===== config.mk =====
export PLATFORM = sky130hd
export DESIGN_NAME = adder_serial_n
export DESIGN_NICKNAME = d
export VERILOG_FILES = /design/src/rtl/adder_serial_n.sv
export SDC_FILE = /design/constraint.sdc
export NUM_CORES = 1
export LEC_CHECK = 0
export CORE_MARGIN = 2
export CORE_UTILIZATION = 35
export CTS_CLUSTER_SIZE = 14
export DETAILED_ROUTE_END_ITERATION = 10
export PLACE_DENSITY = 0.65
export SYNTH_ARGS = -nofsm -noshare
export SYNTH_HDL_FRONTEND = slang
export SYNTH_SLANG_ARGS = --single-unit

===== constraint.sdc =====
create_clock -name clk -period 6.7 [get_ports clk]
set_input_delay 0.67 -clock clk [delete_from_list [all_inputs] [get_ports clk]]
set_output_delay 0.67 -clock clk [all_outputs]
set_load 0.01 [all_outputs]

===== src/rtl/adder_serial_n.sv =====
// adder_serial_n: multi-cycle N-bit adder/subtractor.
// Processes K bits per cycle through a K-slice ripple chain with a registered
// carry, walking the operands LSB chunk first.  Handshakes on valid/ready at
// both the input and output side.
module adder_serial_n #(
   parameter int N = 32,
   parameter int K = 4
) (
   input  logic         clk,
   input  logic         rst,
   input  logic         i_valid,
   output logic         i_ready,
   input  logic [N-1:0] a,
   input  logic [N-1:0] b,
   input  logic         c_in,
   input  logic         sub,
   output logic         o_valid,
   input  logic         o_ready,
   output logic [N-1:0] sum,
   output logic         c_out,
   output logic         overflow
);

   localparam int CHUNKS = N / K;
   localparam int CNT_W  = (CHUNKS > 1) ? $clog2(CHUNKS) : 1;
   localparam logic [CNT_W-1:0] LAST_CNT   = CNT_W'(CHUNKS - 1);
   localparam logic [N-1:0]     CHUNK_MASK = N'({K{1'b1}});

   typedef enum logic [1:0] {
      IDLE = 2'd0,
      RUN  = 2'd1,
      DONE = 2'd2
   } state_t;

   state_t           state_q, state_d;
   logic             init_q;
   logic [CNT_W-1:0] cnt_q, cnt_d;
   logic [N-1:0]     a_q, a_d;
   logic [N-1:0]     b_q, b_d;
   logic             carry_q, carry_d;
   logic [N-1:0]     sum_q, sum_d;
   logic             c_out_q, c_out_d;
   logic             ovf_q, ovf_d;

   logic             accept;
   logic             last_chunk;
   logic [31:0]      shamt;
   logic [K-1:0]     a_chunk, b_chunk, s_chunk;
   logic [K:0]       c_chain;

   assign accept     = i_valid && i_ready;
   assign last_chunk = (cnt_q == LAST_CNT);

   // State register; init_q keeps i_ready low until the first edge out of reset
   always_ff @(posedge clk) begin
      if (!rst) begin
         state_q <= IDLE;
         init_q  <= 1'b0;
      end else begin
         state_q <= state_d;
         init_q  <= 1'b1;
      end
   end

   // Next-state logic
   always_comb begin
      state_d = state_q;
      case (state_q)
         IDLE:    if (accept)     state_d = RUN;
         RUN:     if (last_chunk) state_d = DONE;
         DONE:    if (o_ready)    state_d = IDLE;
         default:                 state_d = IDLE;
      endcase
   end

   // Handshake outputs decoded from registered state only
   always_comb begin
      i_ready = init_q && (state_q == IDLE);
      o_valid = (state_q == DONE);
   end

   // K-slice ripple chain on the current chunk; c_chain[K-1] is the carry into
   // the top bit of the chunk, which on the last chunk is the carry into bit N-1
   always_comb begin
      shamt      = 32'(cnt_q) * 32'(K);
      a_chunk    = K'(a_q >> shamt);
      b_chunk    = K'(b_q >> shamt);
      s_chunk    = '0;
      c_chain    = '0;
      c_chain[0] = carry_q;
      for (int i = 0; i < K; i++) begin
         s_chunk[i]   = a_chunk[i] ^ b_chunk[i] ^ c_chain[i];
         c_chain[i+1] = (a_chunk[i] & b_chunk[i]) |
                        (c_chain[i] & (a_chunk[i] ^ b_chunk[i]));
      end
   end

   // Datapath next-state: latch operands on accept, fold one chunk per RUN cycle
   always_comb begin
      cnt_d   = cnt_q;
      a_d     = a_q;
      b_d     = b_q;
      carry_d = carry_q;
      sum_d   = sum_q;
      c_out_d = c_out_q;
      ovf_d   = ovf_q;
      if (accept) begin
         a_d     = a;
         b_d     = sub ? ~b : b;
         carry_d = sub ? ~c_in : c_in;
         cnt_d   = '0;
      end else if (state_q == RUN) begin
         sum_d   = (sum_q & ~(CHUNK_MASK << shamt)) | ((N'(s_chunk)) << shamt);
         carry_d = c_chain[K];
         cnt_d   = cnt_q + 1'b1;
         if (last_chunk) begin
            c_out_d = c_chain[K];
            ovf_d   = c_chain[K] ^ c_chain[K-1];
            cnt_d   = '0;
         end
      end
   end

   // Counter and result registers, cleared by reset
   always_ff @(posedge clk) begin
      if (!rst) begin
         cnt_q   <= '0;
         sum_q   <= '0;
         c_out_q <= 1'b0;
         ovf_q   <= 1'b0;
      end else begin
         cnt_q   <= cnt_d;
         sum_q   <= sum_d;
         c_out_q <= c_out_d;
         ovf_q   <= ovf_d;
      end
   end

   // Operand and running-carry registers; only meaningful after an accept
   always_ff @(posedge clk) begin
      a_q     <= a_d;
      b_q     <= b_d;
      carry_q <= carry_d;
   end

   assign sum      = sum_q;
   assign c_out    = c_out_q;
   assign overflow = ovf_q;

endmodule

# Word-level counts from Yosys, hierarchy flattened
# Cells that the tools add are included.
dict set report op_classes {
  bitwise 28
  n_shift 4
  addsub 1
  reduce_logical 8
  muxes 10
  n_eq_ne 6
}
# cell count
set ops {}
lappend ops {{NOT 32 bit} 2}
lappend ops {{>> shifter 32 x 5 -> 4 bit} 2}
lappend ops {{bitwise AND 32 bit} 1}
lappend ops {{2-to-1 mux 32 bit} 1}
lappend ops {{OR 32 bit} 1}
lappend ops {{<< shifter 4 x 5 -> 32 bit} 1}
lappend ops {{<< shifter 4 x 5 -> 32 bit, first input constant} 1}
lappend ops {{bitwise XOR 1 bit} 9}
lappend ops {{bitwise AND 1 bit} 8}
lappend ops {{2-to-1 mux 2 bit} 3}
lappend ops {{case mux 2 bit (3 select lines)} 1}
lappend ops {{AND reduction 3 bit} 2}
lappend ops {{2-to-1 mux 1 bit} 4}
lappend ops {{!= test 2 bit, second input constant} 2}
lappend ops {{OR 1 bit} 4}
lappend ops {{adder 3 x 1 -> 3 bit, second input constant} 1}
lappend ops {{== test 3 bit, second input constant} 1}
lappend ops {{2-to-1 mux 3 bit} 1}
lappend ops {{NOT 1 bit} 3}
lappend ops {{== test 2 x 1 -> 1 bit, second input constant} 1}
lappend ops {{== test 2 bit, second input constant} 1}
lappend ops {{logical AND 1 bit} 2}
lappend ops {{zero test 2 bit} 1}
lappend ops {{!= test 2 x 1 -> 1 bit, second input constant} 1}
lappend ops {{3 further kinds} 3}
dict set report word_totals {
  word_cells 66
  in_bits 70
  output_inout_bits 36
  ff_bits 105
}

# Longest topological paths before layout
dict set report depth {
  word_depth 12
  mapped_depth 12
  depth_no_buf 10
}

# Worst setup path after synthesis
# Ideal clock, no wire load.
dict set report synth_timing {
  path_kind {reg2reg}
  from {reg cnt_q[0]}
  to {reg sum_q[11] (netlist: sum[11])}
  setup_slack_ps 3756
  synth_period_minus_slack_ps 2944
  path_stages_with_launch 10
  arrival_ps 2827
  n_path_buf 1
  setup_time_ps 117
  required_time_ps 6583
  path_cell_list {dfxtp_1 -> buf_6 -> mux4_2 -> mux2i_1 -> fa_1 -> fa_1 -> inv_1 -> fa_1 -> fa_1 -> a32o_1}
}
dict set report synth_between {
  elab_chain_len 11
  elab_cells_between_ends 21
}
# element line
set synth_rtl {}
lappend synth_rtl {{start, declared} 37} ;# logic [CNT_W-1:0] cnt_q, cnt_d;
lappend synth_rtl {{start signal, assigned} 132} ;# cnt_q <= cnt_d;
lappend synth_rtl {{>> shifter 32 x 5 -> 4 bit (on tied branches)} {86, 87}}
lappend synth_rtl {{bitwise XOR 1 bit} 94} ;# (c_chain[i] & (a_chunk[i] ^ b_chunk[i]));
lappend synth_rtl {{bitwise AND 1 bit} 94}
lappend synth_rtl {{OR 1 bit} 93} ;# c_chain[i+1] = (a_chunk[i] & b_chunk[i]) |
lappend synth_rtl {{bitwise AND 1 bit} 94}
lappend synth_rtl {{OR 1 bit} 93}
lappend synth_rtl {{bitwise AND 1 bit} 94}
lappend synth_rtl {{OR 1 bit} 93}
lappend synth_rtl {{bitwise XOR 1 bit} 92} ;# s_chunk[i] = a_chunk[i] ^ b_chunk[i] ^ c_chain[i];
lappend synth_rtl {{<< shifter 4 x 5 -> 32 bit} 113} ;# sum_d = (sum_q & ~(CHUNK_MASK << shamt)) | ((N'(s_chunk)) << shamt);
lappend synth_rtl {{OR 32 bit *} 113}
lappend synth_rtl {{end signal, assigned} 133} ;# sum_q <= sum_d;
lappend synth_rtl {{end, declared} 41} ;# logic [N-1:0] sum_q, sum_d;
# Every way passes the cells marked *; elsewhere a longest branch is shown, timed or not.
# A chain may end at the register's enable or synchronous reset.

# Worst setup path in the final report
dict set report layout_timing {
  from {reg cnt_q[0]}
  to {reg sum_q[27] (netlist: sum[27])}
}
# The elaborated chain is that of the path after synthesis.

==> run summary <==
For this run, the leading register cell type out of synthesis is sky130_fd_sc_hd__edfxtp_1. The global routing stage identified its most utilized layer as met2. Setup repair after global routing left no endpoint under its margin. The clock transition at the registers of the reported paths is 0.07 ns.

The final-report hold violation count was 0; the overall power consumption was 1.40 mW. The sequential cells in the finished layout cover a total of 2750 um^2. The library cell used most frequently in the layout, excluding fill and tap cells, is sky130_fd_sc_hd__clkdlybuf4s50_1. Pin count of the biggest net entering global routing: 70.

The remaining number of nets flagged by the antenna check after routing was 0. The tools report the data arrival time of the critical path as 3.81 ns. In this run the worst path has a maximum fanout of 18.

For this configuration, the core starts out at a cell density of 35.6%. The logs give 8660 um for the aggregate routed wire length and 106 for the top-level I/O count. The net count of the finished layout is 469. The tools report the number of slew-limit violations in the final report as 0.

For this block, the initial DRC count from the detailed router was 122. In the layout the commonest cells are 104 x sky130_fd_sc_hd__clkdlybuf4s50_1, 65 x sky130_fd_sc_hd__edfxtp_1, 40 x sky130_fd_sc_hd__dfxtp_1, 33 x sky130_fd_sc_hd__xor2_1. Counting the fill cells in the layout gives 1098.

For the relative slew slack, the log shows 34.4%. In this run the post-CTS setup repair buffer count came out at 0. Cells with a size suffix above 1 make up 9.14% of the layout.

Dividing the detail-routed via count by the number of cells gives 4.73. Global routing finished with a remaining overflow of 0. The sequential cell area fraction in the yosys report came out at 61.5%.

The overall routing resource usage was 13.3%. Of the available clock period, the critical path in the final layout requires 53.0%. The tree is rooted in a sky130_fd_sc_hd__clkbuf_16. After synthesis the netlist holds a flip-flop and latch count of 105.

The path class of the tightest hold or removal check is reg -> reg. The flow ran to the end, and the final reports show no timing, DRC or antenna violations. The global placement routability congestion is 0.768. The HPWL after detailed placement is 6360 um. The analysis attributes to cell leakage a power of 2.09 nW.

Derived from the worst setup path, the maximum achievable clock frequency is 282 MHz. Yosys printed 0 warnings. In the routed design, unresolved DRC markers number 0. The number of flops mapped to enable cells by yosys is 65, and the via count of the first global-routing pass is 2707. Input and output buffers added on the ports amount to 105. For the final routed database, the setup TNS stands at 0 ns. The height of the die was 117 um. The maximum ir drop on the vdd rail was 0.117 mV; the count of instances resized after the clock tree is built was 0. The post-synth net total is 371, and the area of the die is 13700 um^2. The tool flagged a number of max-cap violations equal to 0.

Setup violations remaining at the end of the flow were counted as 0. The type of the setup path with the least slack was reg -> reg. The floorplan step set the die width to 117 um.

Global routing used 21.2% of the available met2 tracks. Number of buffers inserted during clock tree synthesis: 9. In this run the standard cell core region covers 12600 um^2. After technology mapping, the gate count stands at 291.

The first-pass GRT wire length was 13600 um; the met3 track demand over resource in global routing was 2.83%. From synthesis to final layout, the design area changed by 32.3%. The routed layout has 2677 vias. At the pin with the least slew margin, the transition time is 0.983 ns.

The average cell area after synthesis was 15.4 um^2; the cts-stage hold buffer count was 0. Cell area after synthesis: 4470 um^2. In the final routed layout, each cell accounts on average for 15.3 um.

For this run, the detailed router's first-pass iteration total came to 4. The worst setup path is captured at a flop. For this design, the sink count on the clock tree is 105.

The multi-input combinational cell area is 1590 um^2, and the number of buffers on the longest clock path is 2. The tools report the H-tree depth as 3. TritonCTS built the clock tree.

Clock skew on the completed layout was measured at 0.00740 ns. STA classifies the critical path startpoint as a flop. The share of synthesized registers carrying an async set or reset works out to 0%. The logs give 0 for the number of antenna violations at the first check in global routing and 17.4% for the met1 usage in global routing. The later pin in the worst-skew pair is clocked with a latency of 0.35 ns. The power density of the placed cells was 237 nW/um^2; the row count was 41. The count of unique library cells instantiated by Yosys is 45. The shortest clock period the worst path allows after layout is 3.55 ns.

At the worst endpoint, the required time is 6.96 ns. The number of antenna diodes in the final layout is 0.
through the flow:
stage | utilization (%) | std cells | setup WS (ns) | area [um^2] | hold slack (ns)
final | 47.1 | 566 | 3.15 | 5920 | 0.472
after global routing | 47.1 | 566 | 2.90 | 5920 | 0.478
after CTS | 47.1 | 566 | 3.12 | 5920 | 0.472
after detailed placement | 44.8 | 550 | 3.14 | 5630 | 0.455
after global placement | 44.8 | 550 | 3.24 | 5630 | 0.454
after floorplan | - | 291 | 3.76 | 4470 | 0.494
report_power, final:
group | total, mW | internal (mW) | switching (mW)
logic | 0.168 | 0.0874 | 0.0811
registers | 0.729 | 0.718 | 0.0110
clock network | 0.505 | 0.267 | 0.238
total | 1.40 | 1.07 | 0.330
logic make-up after synthesis:
family | synth area share [%]
flip-flops | 61.5
AND/OR/NAND/NOR | 7.11
AO/OA/AOI/OAI | 8.42
XOR/XNOR | 6.66
buffers and inverters | 2.96
multiplexers | 9.85
adder cells (fa/ha/maj) | 3.47
worst paths after layout:
path                                       startpoint                   end  slack (ns)  cells past startpoint
worst min register to register    sum[6]$_SDFFE_PN0P_   sum[6]$_SDFFE_PN0P_        0.47                      1
worst max register to register  cnt_q[0]$_SDFFE_PP0P_  sum[27]$_SDFFE_PN0P_        3.15                     10
worst max-delay path            cnt_q[0]$_SDFFE_PP0P_  sum[27]$_SDFFE_PN0P_        3.15                     10
worst min-delay path              sum[6]$_SDFFE_PN0P_   sum[6]$_SDFFE_PN0P_        0.47                      1
cell usage after synthesis (all sizes together), types with 3 or more instances:
library cell | instances | area share, %
edfxtp | 65 | 44
dfxtp | 40 | 18
xor2 | 33 | 6.5
a32o | 16 | 3.6
mux4 | 16 | 8.7
nand2 | 16 | 1.3
buf | 15 | 2.2
a22o | 12 | 2.3
a21boi | 6 | 1.3
ha | 6 | 1.7
nand3 | 6 | 0.67
nor2 | 6 | 0.50
inv | 5 | 0.42
mux2i | 5 | 1.1
a21oi | 4 | 0.45
and3 | 4 | 0.59
clkbuf | 4 | 0.36
fa | 4 | 1.8
o21ai | 4 | 0.45
nand2b | 3 | 0.59
nand3b | 3 | 0.50
nor3b | 3 | 0.62
cell type report:
| type | instances | area share [%] |
|---|---|---|
| sequential | 105 | 46.5 |
| tap | 172 | 3.64 |
| timing repair buffer | 106 | 17.8 |
| multi-input combinational | 162 | 26.8 |
| inverter | 5 | 0.317 |
| clock inverter | 6 | 0.846 |
| clock buffer | 10 | 4.04 |
per-layer routing:
layer / wire length (um) / share of wire, % / vias to the layer above
li1: - / - / 1304
met1: 3990 / 46 / 1264
met2: 4010 / 46 / 93
met3: 444 / 5.1 / 16
met4: 212 / 2.4 / 0
met5: 0 / 0 / -
critical path: stages, from the launching register on:
cell                      delay [ns]
sky130_fd_sc_hd__dfxtp_1        0.51
sky130_fd_sc_hd__buf_4          0.35
sky130_fd_sc_hd__mux4_2         0.53
sky130_fd_sc_hd__mux2i_1        0.20
sky130_fd_sc_hd__fa_1           0.22
sky130_fd_sc_hd__fa_1           0.17
sky130_fd_sc_hd__inv_1          0.06
sky130_fd_sc_hd__fa_1           0.41
sky130_fd_sc_hd__fa_1           0.71
sky130_fd_sc_hd__nand2_1        0.12
sky130_fd_sc_hd__o21ai_0        0.18
sequential cells by signal, indices dropped and copies added, names as in the netlist:
signal	flops
a_q	32
carry_q	1
b_q	32
init_q	1
sum	32
state_q	2
c_out	1
overflow	1
cnt_q	3
No activity file was read; power rests on OpenSTA's default activity.
